## src/rtl/ibus_fetch_sched_pkg.sv

```systemverilog
// Shared types for the fetch-stage ibus scheduler: FSM state encoding and the in-flight queue entry.
package ibus_fetch_sched_pkg;

    localparam int MAX_OUTST_DEF = 4;
    localparam int PC_W          = 32;

    typedef enum logic [1:0] {
        IDLE,
        HOLD,
        KILL
    } sched_state_t;

    typedef struct packed {
        logic [PC_W-1:0] pc;
        logic            stale;
    } sched_entry_t;

endpackage

```

## src/rtl/ibus_sched_fifo.sv

```systemverilog
// Ring buffer of in-flight ibus requests, oldest at the head; flush marks every stored entry stale.
module ibus_sched_fifo
    import ibus_fetch_sched_pkg::*;
#(
    parameter int DEPTH = MAX_OUTST_DEF,
    parameter int CNT_W = $clog2(DEPTH + 1)
) (
    input  logic               clk,
    input  logic               reset,
    input  logic               push,
    input  sched_entry_t       push_entry,
    input  logic               pop,
    input  logic               mark_all_stale,
    output sched_entry_t       head,
    output logic               empty,
    output logic [CNT_W-1:0]   count
);

    localparam int PTR_W = (DEPTH > 1) ? $clog2(DEPTH) : 1;

    sched_entry_t     mem [DEPTH];
    logic [PTR_W-1:0] wr_ptr;
    logic [PTR_W-1:0] rd_ptr;
    logic             do_pop;

    function automatic logic [PTR_W-1:0] ptr_inc(input logic [PTR_W-1:0] p);
        return (p == PTR_W'(DEPTH - 1)) ? '0 : p + PTR_W'(1);
    endfunction

    assign empty  = (count == '0);
    assign do_pop = pop & ~empty;
    assign head   = empty ? '0 : mem[rd_ptr];

    // NOTE: sequential state uses <= so every flop samples pre-edge values, independent of block order.
    always_ff @(posedge clk) begin
        if (!reset) begin
            wr_ptr <= '0;
            rd_ptr <= '0;
            count  <= '0;
        end else begin
            if (push)   wr_ptr <= ptr_inc(wr_ptr);
            if (do_pop) rd_ptr <= ptr_inc(rd_ptr);
            case ({push, do_pop})
                2'b10:   count <= count + CNT_W'(1);
                2'b01:   count <= count - CNT_W'(1);
                default: count <= count;
            endcase
        end
    end

    // NOTE: storage is not reset; occupancy lives in the pointers, so old contents are never observed.
    always_ff @(posedge clk) begin
        if (mark_all_stale) begin
            for (int i = 0; i < DEPTH; i++) mem[i].stale <= 1'b1;
        end
        // A push in the same cycle overrides the blanket stale mark with its own stale bit.
        if (push) mem[wr_ptr] <= push_entry;
    end

endmodule

```

## src/rtl/ibus_fetch_sched.sv

```systemverilog
// Fetch-side ibus sequencer: issues fetch addresses, queues in-flight requests, kills responses on flush.
// Optional perf counters built only when IBUS_SCHED_PERF_EN is defined.
module ibus_fetch_sched
    import ibus_fetch_sched_pkg::*;
#(
    parameter int MAX_OUTST = MAX_OUTST_DEF,
    parameter int ADDR_W    = 32,
    parameter int DATA_W    = 64,
    parameter int CNT_W     = $clog2(MAX_OUTST + 1)
) (
    input  logic              clk,
    input  logic              reset,
    input  logic              f_req,
    input  logic [ADDR_W-1:0] f_addr,
    output logic              f_accept,
    input  logic              flush,
    output logic              ibus_req,
    output logic [ADDR_W-1:0] ibus_addr,
    input  logic              ibus_addr_ok,
    input  logic              ibus_data_ok,
    input  logic [DATA_W-1:0] ibus_data,
    input  logic              ibus_index,
    output logic              r_valid,
    output logic [DATA_W-1:0] r_data,
    output logic [ADDR_W-1:0] r_pc,
    output logic              r_index,
    output logic [CNT_W-1:0]  outst,
    output logic              busy,
    output logic [31:0]       perf_killed,
    output logic [31:0]       perf_full
);

    sched_state_t      state;
    logic [ADDR_W-1:0] hold_addr;
    sched_entry_t      head;
    sched_entry_t      push_entry;
    logic              empty;
    logic              push;
    logic              pop;
    logic              full;
    int                occ;

    ibus_sched_fifo #(
        .DEPTH (MAX_OUTST),
        .CNT_W (CNT_W)
    ) u_fifo (
        .clk            (clk),
        .reset          (reset),
        .push           (push),
        .push_entry     (push_entry),
        .pop            (pop),
        .mark_all_stale (flush),
        .head           (head),
        .empty          (empty),
        .count          (outst)
    );

    assign pop     = reset & ibus_data_ok & ~empty;
    assign r_valid = pop & ~head.stale & ~flush;
    assign r_pc    = ADDR_W'(head.pc);
    assign r_data  = ibus_data;
    assign r_index = ibus_index;
    assign busy    = (outst != '0) || (state != IDLE);

    always_comb begin
        // NOTE: every signal gets a default first so no path through the case infers a latch.
        ibus_req   = 1'b0;
        ibus_addr  = '0;
        f_accept   = 1'b0;
        push       = 1'b0;
        push_entry = '0;
        // A same-cycle pop frees a slot; a pending HOLD/KILL already owns one.
        occ  = int'(outst) + ((state != IDLE) ? 1 : 0) - (pop ? 1 : 0);
        full = (occ >= MAX_OUTST);
        case (state)
            IDLE: begin
                ibus_req   = reset & f_req & ~full & ~flush;
                ibus_addr  = f_addr;
                f_accept   = ibus_req;
                push       = ibus_req & ibus_addr_ok;
                push_entry = '{pc: PC_W'(f_addr), stale: 1'b0};
            end
            HOLD: begin
                ibus_req   = reset;
                ibus_addr  = hold_addr;
                push       = reset & ibus_addr_ok;
                push_entry = '{pc: PC_W'(hold_addr), stale: flush};
            end
            KILL: begin
                ibus_req   = reset;
                ibus_addr  = hold_addr;
                push       = reset & ibus_addr_ok;
                push_entry = '{pc: PC_W'(hold_addr), stale: 1'b1};
            end
            default: ;
        endcase
    end

    always_ff @(posedge clk) begin
        if (!reset) begin
            state     <= IDLE;
            hold_addr <= '0;
        end else begin
            case (state)
                IDLE: if (ibus_req && !ibus_addr_ok) begin
                    hold_addr <= f_addr;
                    state     <= HOLD;
                end
                HOLD: if (ibus_addr_ok)  state <= IDLE;
                      else if (flush)    state <= KILL;
                KILL: if (ibus_addr_ok)  state <= IDLE;
                default: state <= IDLE;
            endcase
        end
    end

`ifdef IBUS_SCHED_PERF_EN
    logic [31:0] killed_q;
    logic [31:0] full_q;

    always_ff @(posedge clk) begin
        if (!reset) begin
            killed_q <= '0;
            full_q   <= '0;
        end else begin
            if (pop && !r_valid && killed_q != '1) killed_q <= killed_q + 32'd1;
            if (state == IDLE && f_req && full && full_q != '1) full_q <= full_q + 32'd1;
        end
    end

    assign perf_killed = killed_q;
    assign perf_full   = full_q;
`else
    assign perf_killed = '0;
    assign perf_full   = '0;
`endif

endmodule

```

## config.mk

```make
export PLATFORM = sky130hd
export DESIGN_NAME = ibus_fetch_sched
export DESIGN_NICKNAME = d
export VERILOG_FILES = /design/src/rtl/ibus_fetch_sched_pkg.sv /design/src/rtl/ibus_sched_fifo.sv /design/src/rtl/ibus_fetch_sched.sv
export SDC_FILE = /design/constraint.sdc
export NUM_CORES = 1
export LEC_CHECK = 0
export CORE_UTILIZATION = 51
export CTS_BUF_LIST = sky130_fd_sc_hd__clkbuf_8
export CTS_CLUSTER_SIZE = 14
export DETAILED_ROUTE_END_ITERATION = 7
export PLACE_DENSITY_LB_ADDON = 0.25
export SETUP_SLACK_MARGIN = 0.2
export SYNTH_ARGS = -nofsm -noshare
export SYNTH_HDL_FRONTEND = slang
export SYNTH_SLANG_ARGS = --single-unit
```

## constraint.sdc

```tcl
create_clock -name clk -period 7.1 [get_ports clk]
set_clock_uncertainty 0.15 [all_clocks]
set_input_delay 1.42 -clock clk [delete_from_list [all_inputs] [get_ports clk]]
set_output_delay 1.42 -clock clk [all_outputs]
set_load 0.02 [all_outputs]
```

==> results.json, run 1 <==
{
  "status": "complete, no violations",
  "crit_type": "primary input to primary output",
  "syn-cell-area_um2": 8946,
  "drt_pass1_iterations": 5,
  "path_delay_family": "buffers and inverters",
  "cts_buffers": 17,
  "critPathRequiredTime_ns": 5.53,
  "clock_latency_ns": 0.45,
  "ctsResizeCount": 0,
  "viasPerCell": 5.278,
  "drc": 0,
  "clock-sinks": 175,
  "cts_tree": "built",
  "num_io_pins": 303,
  "multiInputGateArea_um2": 3110,
  "timing.fmax_mhz": 166.9,
  "antennaDiodeCount": 0,
  "die_x_um": 134.4,
  "grt_util_all_layers": 0.2049,
  "hold_depth": 2,
  "power_density_nw_per_um2": 289.8,
  "areaGrowthSynthToFinish_pct": 8.531,
  "grt_pass1_vias": 5363,
  "nNetsFinal": 915,
  "wirelength_um": 18210,
  "ys.flop_type": "edfxtp_1",
  "antenna_found_initial": 0,
  "final_cell_mix": "nand2_1, edfxtp_1, clkdlybuf4s50_1",
  "slew_viol_final": 0,
  "end_kind": "primary output",
  "path_cells": "clkdlybuf4s50_1 > and3_1 > ha_1 > inv_1 > ha_1 > inv_1 > fa_1 > xor2_1 > nor3_2 > nand3_1 > a21oi_1 > clkdlybuf4s50_1",
  "fin_crit_sh": 0.8439,
  "synthCells": 774,
  "start_kind": "primary input",
  "path_clk_slew_ns": 0.08,
  "cts-root-buf": "clkbuf_8",
  "r2r-start": "u_fifo.count[1]",
  "clock_tree.buffer_depth": 2,
  "worst-r2r-cell-count": 18,
  "grt_overflow": 0,
  "critPathMaxStageDelay_ns": 0.63,
  "synth_cell_types": 43,
  "arrival_ns": 4.42,
  "grt_max_degree": 70,
  "place.gp.congestion": 0.7578,
  "vias": 5447,
  "p_leak_nw": 3.368,
  "setup_viol": 0,
  "ir_worst_vdd_v": 0.0001610,
  "wire_per_inst_um": 17.64,
  "portBuffers": 108,
  "start_util": 0.5190,
  "initialDrtViolationCount": 387,
  "drv_cap": 0,
  "final_cell_area_um2": 9709,
  "row_count": 48,
  "ys_ff_latch": 175,
  "core_um2": 17240,
  "postCtsSetupBuffers": 0,
  "die-area_um2": 18080,
  "cts.htree.levels": 4,
  "final_common_cell": "nand2_1",
  "layout-drive-gt1-share": 0.1487,
  "yosysSeqAreaShare": 0.5348,
  "dp_hpwl_um": 11400,
  "cp_num_buf_inv": 4,
  "worstReg2RegEnd": "u_fifo.count[2]",
  "fill_cells": 1425,
  "synth-edff-count": 128,
  "crit_slowest_cell": "clkdlybuf4s50_1",
  "hold_viol_final": 0,
  "crit_fanout": 4,
  "min_from": "hold_addr[23]",
  "seq_area_um2": 4787,
  "fp.dieH_um": 134.4,
  "rsz0062_at_grt": "no",
  "fin_tns_setup_ns": 0,
  "min_period_ns": 5.992,
  "tightestPinTransition_ns": 1.079,
  "synth-async-reset-ratio": 0,
  "ant_nets": 0,
  "r2r_slack_ns": 2.65,
  "maxSlewHeadroom": 0.2806,
  "grt_pass1_wl_um": 27890,
  "cts_hold_buf": 0,
  "dpl_cell_area_um2": 9341,
  "min_to": "hold_addr[23]",
  "hold_path_class": "register to register",
  "avgSynthCellArea_um2": 11.56,
  "ys_warn_count": 0
}
stage by stage:
step / instances / utilization / power [mW] / hold WS (ns) / setup slack, ns
floorplan: 837 / - / 1.950 / 0.3027 / 1.826
global placement: 1000 / 0.5420 / 2.172 / 0.3101 / 1.216
detailed placement: 1000 / 0.5420 / 2.195 / 0.3126 / 1.134
CTS: 1032 / 0.5633 / 2.833 / 0.3278 / 1.118
global route: 1032 / 0.5633 / 2.941 / 0.3459 / 0.9800
finish: 1032 / 0.5633 / 2.814 / 0.3275 / 1.108
flip-flops by register name (all words and copies together) (netlist names), named ones only:
name           count
state              2
hold_addr         32
u_fifo.mem       132
u_fifo.wr_ptr      2
u_fifo.rd_ptr      2
u_fifo.count       3
per-layer routing:
layer / track usage / routed length [um]
met4: 0.1005 / 513
met1: 0.2584 / 7634
met5: 0 / 0
met2: 0.3394 / 9200
met3: 0.03930 / 861
worst max-delay path by stage:
| stage | start | endpoint | slack, ns | cells after the start |
|---|---|---|---|---|
| 2_1_floorplan | reset | ibus_req | 1.83 | 12 |
| 3_3_place_gp | ibus_data_ok | ibus_req | 1.22 | 12 |
| 3_5_place_dp | ibus_data_ok | ibus_req | 1.13 | 12 |
| 4_1_cts | ibus_data_ok | ibus_req | 1.12 | 12 |
| 5_1_grt | ibus_data_ok | ibus_req | 0.98 | 12 |
| 6_report | ibus_data_ok | ibus_req | 1.11 | 12 |
synthesized netlist by cell type, types with 4 or more instances:
cell type,instances,area share
ha_1,16,0.022
a21oi_1,71,0.040
o21ai_0,5,0.0028
clkbuf_1,25,0.010
nand2_1,159,0.067
a211oi_1,4,0.0034
buf_8,4,0.0067
inv_1,15,0.0063
o21ai_2,32,0.031
mux4_2,33,0.083
buf_2,6,0.0034
dfxtp_1,47,0.11
buf_1,5,0.0021
buf_4,130,0.11
and2_1,38,0.027
nand2_2,12,0.0084
edfxtp_1,128,0.43
cell families after synthesis:
group | Yosys count | share of synthesized area
AOI/OAI and AO/OA | 121 | 0.08587
xor gates and xnor gates | 3 | 0.002938
adders and majority gates | 18 | 0.02685
buffers and inverters | 189 | 0.1460
DFF | 175 | 0.5348
muxes | 35 | 0.08531
other | 1 | 0.0004192
and+or+nand+nor | 232 | 0.1178
report_power, final:
part / switching [mW] / internal, mW
Clock: 0.327 / 0.320
Sequential: 0.0428 / 1.23
Combinational: 0.554 / 0.344
Total: 0.924 / 1.89
worst reg2reg max path, delay by kind of cell, from the launching register on:
family,cells,cell delay [ns]
buffers and inverters,5,0.56
AOI/OAI and AO/OA,2,0.54
and+or+nand+nor,4,1.01
DFF,1,0.39
xor gates and xnor gates,2,0.35
adders and majority gates,5,1.38
area by class of cell:
cell class	instances	area share
Clock buffer	19	0.02693
Clock inverter	13	0.01095
Timing Repair Buffer	112	0.1139
Inverter	15	0.005799
Multi-Input combinational cell	473	0.3204
Tap cell	225	0.02899
Sequential cell	175	0.4930
(Power assumes the default switching activity.)
==> inputs of run 2 (changes only) <==
Settings changed: CORE_UTILIZATION 51 to 48.
Clock period 7.1 ns to 6 ns, I/O delays scaled along.
==> results.json, run 2 (synthesis results as in run 1) <==
{
  "post-route-util": 0.5398,
  "dp.cells": 1006,
  "drc": 51,
  "cts_tree": "built",
  "grt_util_all_layers": 0.1987,
  "power_density_nw_per_um2": 347.8,
  "stdcell_count": 1038,
  "fp.dieH_um": 138.5,
  "cts_hold_buf": 0,
  "vias": 5524,
  "min_period_ns": 5.513,
  "rsz0062_at_grt": "no",
  "final_cell_area_um2": 9763,
  "antenna_found_initial": 0,
  "hold_path_class": "register to register",
  "ctsResizeCount": 0,
  "wl_met1_um": 7334,
  "met3_length_um": 1045,
  "wirelength_um": 18330,
  "crit_slowest_cell": "clkdlybuf4s50_1",
  "crit_type": "primary input to primary output",
  "path_clk_slew_ns": 0.09,
  "cts-root-buf": "clkbuf_8",
  "core_um2": 18090,
  "areaGrowthSynthToFinish_pct": 9.133,
  "fin_crit_sh": 0.9188,
  "dp_worst_setup_slack_ns": 0.4880,
  "r2r_slack_ns": 1.89,
  "postCtsSetupBuffers": 0,
  "fin_tns_setup_ns": 0,
  "dpl_cell_area_um2": 9359,
  "layout_top_registers": "u_fifo.mem: 132 flops, hold_addr: 32 flops, u_fifo.count: 3 flops",
  "clock-sinks": 175,
  "drv_cap": 0,
  "start_util": 0.4946,
  "final_cell_mix": "nand2_1, edfxtp_1, clkdlybuf4s50_1",
  "clock_latency_ns": 0.45,
  "place.gp.congestion": 0.7897,
  "ant_nets": 0,
  "ir_worst_vdd_v": 0.0001973,
  "wire_per_inst_um": 17.66,
  "grt_pass1_vias": 5526,
  "crit_fanout": 4,
  "highest_layer": "met4",
  "total_power_mw": 3.396,
  "critPathRequiredTime_ns": 4.65,
  "cts.htree.levels": 4,
  "dp_hpwl_um": 11910,
  "viasPerCell": 5.322,
  "timing.fmax_mhz": 181.4,
  "antennaDiodeCount": 0,
  "layout-drive-gt1-share": 0.1582,
  "top_register": "u_fifo.mem",
  "maxSlewHeadroom": 0.2917,
  "largest_register_ffs": 132,
  "timing.hold.ws_ns": 0.3263,
  "end_kind": "primary output",
  "slew_viol_final": 0,
  "row_count": 49,
  "tightestPinTransition_ns": 1.062,
  "nNetsFinal": 917,
  "grt_pass1_wl_um": 29090,
  "path_cells": "clkdlybuf4s50_1 > and3_1 > ha_1 > inv_1 > ha_1 > inv_1 > fa_1 > xor2_1 > nor3_2 > nand3_1 > a21oi_1 > clkdlybuf4s50_1",
  "hold_viol_final": 0,
  "die_x_um": 138.5,
  "layout_setup_ws_ns": 0.4873,
  "p_leak_nw": 3.381,
  "path_delay_family": "buffers and inverters",
  "cts_buffers": 17,
  "initialDrtViolationCount": 448,
  "wl_met2_um": 9680,
  "portBuffers": 108,
  "drt_pass1_iterations": 8,
  "fill_cells": 1517,
  "cp_num_buf_inv": 4,
  "final_common_cell": "nand2_1",
  "critPathMaxStageDelay_ns": 0.62,
  "status": "finished, violations left",
  "arrival_ns": 4.16,
  "violations": "design-rule violations",
  "die-area_um2": 19190,
  "grt_overflow": 0,
  "clock_tree.buffer_depth": 2,
  "setup_viol": 0,
  "grt_max_degree": 65,
  "num_io_pins": 303,
  "start_kind": "primary input"
}
[run 2: cell types whose count changed in the layout (fill, tap and decap cells not counted), moves of 2 or more]
cell	before	now
buf_4	4	6
clkbuf_8	19	17
clkinv_1	5	1
clkinv_2	1	3
clkinv_4	0	3
clkinvlp_4	1	3
inv_1	19	16
[run 2: final timing paths]
| kind | startpoint | cells past startpoint | to |
|---|---|---|---|
| setup / recovery | ibus_data_ok | 12 | ibus_req |
| hold / removal | hold_addr[31] | 2 | hold_addr[31] |
| setup reg to reg | u_fifo.count[1] | 17 | u_fifo.count[2] |
| hold reg to reg | hold_addr[31] | 2 | hold_addr[31] |
[run 2: metal layers]
layer / vias to the layer above / GRT usage
met5: - / 0
met3: 32 / 0.04087
met2: 241 / 0.3585
li1: 2537 / -
met1: 2714 / 0.2322
met4: 0 / 0.07569
[run 2: area by class of cell]
type,count,area (um^2),area share
well taps,229,286.5,0.02935
flip-flops and latches,175,4787,0.4903
clock buffers,17,234.0,0.02397
clock inverters,15,170.2,0.01743
repair buffers,114,1121,0.1148
inverters,15,56.30,0.005767
multi-input cells,473,3108,0.3183
[run 2: report_power, final]
part	internal, mW	switching [mW]
clock network	0.409	0.412
logic	0.410	0.651
registers	1.45	0.0627
total	2.27	1.13
[run 2: worst min-delay path: cells and delay by family (launching register included)]
family,cells,cell delay (ns)
compound gates,1,0.04
simple gates,1,0.07
flops,1,0.33
==> inputs of run 3 (changes only) <==
Settings changed: ABC_AREA set to 1, PLACE_DENSITY set to 0.79, PLACE_DENSITY_LB_ADDON 0.25 to unset, SETUP_SLACK_MARGIN 0.2 to unset.
==> results.json, run 3 <==
{
  "status": "complete, no violations",
  "drv_cap": 0,
  "fp.dieH_um": 141.3,
  "p_sw_mw": 2.053,
  "fin_crit_sh": 0.9347,
  "tightestPinTransition_ns": 0.9969,
  "end_kind": "primary output",
  "cts_buffers": 17,
  "grt_pass1_vias": 6038,
  "start_kind": "primary input",
  "slew_viol_final": 0,
  "wire_per_inst_um": 15.63,
  "layout_top_registers": "u_fifo.mem: 132 flops, hold_addr: 32 flops, u_fifo.count: 3 flops",
  "cts-root-buf": "clkbuf_8",
  "maxSlewHeadroom": 0.3354,
  "synthTopCellsByCount": "nor2_1, buf_4, edfxtp_1",
  "grt_pass1_wl_um": 31750,
  "total_power_mw": 4.716,
  "synth_cell_types": 32,
  "final_common_cell": "nor2_1",
  "worstReg2RegEnd": "u_fifo.count[2]",
  "ir_worst_vdd_v": 0.0002178,
  "final_cell_mix": "nor2_1, edfxtp_1, nand2_1",
  "synth-async-reset-ratio": 0,
  "arrival_ns": 4.26,
  "hold_depth": 2,
  "areaGrowthSynthToFinish_pct": 10.10,
  "ys_ff_latch": 175,
  "clock_tree.buffer_depth": 2,
  "hold_path_class": "register to register",
  "avgSynthCellArea_um2": 9.049,
  "cts_hold_buf": 0,
  "grt_util_all_layers": 0.2076,
  "row_count": 50,
  "vias": 6657,
  "drc": 0,
  "die-area_um2": 19960,
  "stdcell_count": 1325,
  "rsz0062_at_grt": "no",
  "fin_tns_setup_ns": 0,
  "p_leak_nw": 4.035,
  "viasPerCell": 5.024,
  "synth.most_common_cell": "nor2_1",
  "synth.top_cells.by_area": "edfxtp_1, buf_4, dfxtp_1",
  "drt_pass1_iterations": 5,
  "min_from": "u_fifo.mem[0][0]",
  "clock-sinks": 175,
  "r2r-start": "u_fifo.count[1]",
  "combPwrFrac": 0.489,
  "crit_fanout": 4,
  "antenna_found_initial": 0,
  "ys_warn_count": 0,
  "post-route-util": 0.5445,
  "yosysSeqAreaShare": 0.5138,
  "path_clk_slew_ns": 0.10,
  "synth_top_area_share": 0.4128,
  "start_util": 0.4945,
  "power_density_nw_per_um2": 460.0,
  "clock_latency_ns": 0.46,
  "switching_share": 0.4354,
  "power.internal_mw": 2.663,
  "initialDrtViolationCount": 419,
  "pwr-share-seq": 0.341,
  "yosys.area.top_type": "edfxtp_1",
  "synthCells": 1029,
  "cts_tree": "built",
  "postCtsSetupBuffers": 0,
  "critPathRequiredTime_ns": 4.65,
  "syn-cell-area_um2": 9311,
  "ant_nets": 0,
  "top_register": "u_fifo.mem",
  "portBuffers": 108,
  "min_to": "u_fifo.mem[0][0]",
  "place.gp.congestion": 0.7935,
  "worst-r2r-cell-count": 23,
  "grt_overflow": 0,
  "grt_max_degree": 67,
  "wirelength_um": 20710,
  "timing.fmax_mhz": 178.3,
  "core_um2": 18830,
  "synth-edff-count": 128,
  "largest_register_ffs": 132,
  "timing.hold.ws_ns": 0.3654,
  "ctsResizeCount": 0,
  "r2r_slack_ns": 2.11,
  "layout-drive-gt1-share": 0.1371,
  "min_period_ns": 5.608,
  "cts.htree.levels": 4,
  "ys.flop_type": "edfxtp_1",
  "dp_hpwl_um": 13260,
  "die_x_um": 141.3,
  "antennaDiodeCount": 0,
  "hold_viol_final": 0,
  "num_io_pins": 303,
  "dp.cells": 1293,
  "clockPowerShare": 0.169,
  "crit_type": "primary input to primary output",
  "setup_viol": 0,
  "nNetsFinal": 1173
}
## run 3: cell types whose count changed in the layout (fill, tap and decap cells not counted), sizes merged, moves of 7 or more
cell and change:
nor2 +179, o21ai +106, inv +83, and2 -38, mux4 -33, nand2 -25, buf +8, nand3 +7
## run 3: kinds of logic after synthesis
family | count (synthesis) | share of synthesized area
AND/OR/NAND/NOR | 341 | 0.1610
buffers and inverters | 275 | 0.1693
AO/OA/AOI/OAI | 219 | 0.1297
flip-flops | 175 | 0.5138
adder cells (fa/ha/maj) | 18 | 0.02580
other | 1 | 0.0004027
## run 3: how the worst max path moves through the flow
stage | from | end | slack [ns] | cells past startpoint
global placement | ibus_data_ok | ibus_req | 0.48 | 16
CTS | ibus_data_ok | ibus_req | 0.41 | 16
floorplan | reset | u_fifo.mem[0][10] | 1.43 | 15
detailed placement | ibus_data_ok | ibus_req | 0.43 | 16
finish | ibus_data_ok | ibus_req | 0.39 | 16
global route | ibus_data_ok | ibus_req | 0.17 | 16
## run 3: layout make-up
class                           instances  area [um^2]
Sequential cell                       175         4786
Clock inverter                         15        158.9
Tap cell                              260        325.3
Timing Repair Buffer                  123         1206
Fill cell                            1571         8578
Inverter                               93        350.3
Clock buffer                           17        234.0
Multi-Input combinational cell        642         3192
## run 3: power groups by stage
stage	registers, mW	clock network (mW)	logic, mW
6_report	1.61	0.799	2.31
5_1_grt	1.63	0.855	2.52
4_1_cts	1.61	0.810	2.31
3_5_place_dp	1.64	0	2.30
3_3_place_gp	1.63	0	2.26
2_1_floorplan	1.63	0	1.55
## run 3: stage by stage
step / worst slack, ns / instance area, um^2
5_1_grt: 0.1685 / 10250
4_1_cts: 0.4103 / 10250
6_report: 0.3920 / 10250
3_3_place_gp: 0.4849 / 9859
2_1_floorplan: 1.429 / 9548
3_5_place_dp: 0.4279 / 9859
## run 3: layer usage
metal	wire length, um	track usage	vias to the layer above
met5	0	0	-
met1	8351	0.2670	3100
met3	1515	0.04286	45
met4	568	0.08810	0
li1	-	-	3197
met2	10270	0.3411	315
## run 3: critical path, cell delays in order
cell,delay [ns]
clkdlybuf4s50_1,0.46
inv_1,0.04
nor2_1,0.20
inv_1,0.12
nor2_1,0.11
ha_1,0.24
inv_1,0.06
ha_1,0.15
inv_1,0.06
fa_1,0.37
nand2_1,0.08
nand2_1,0.08
nor2_4,0.10
nand4_2,0.15
a21oi_1,0.21
clkdlybuf4s50_1,0.63
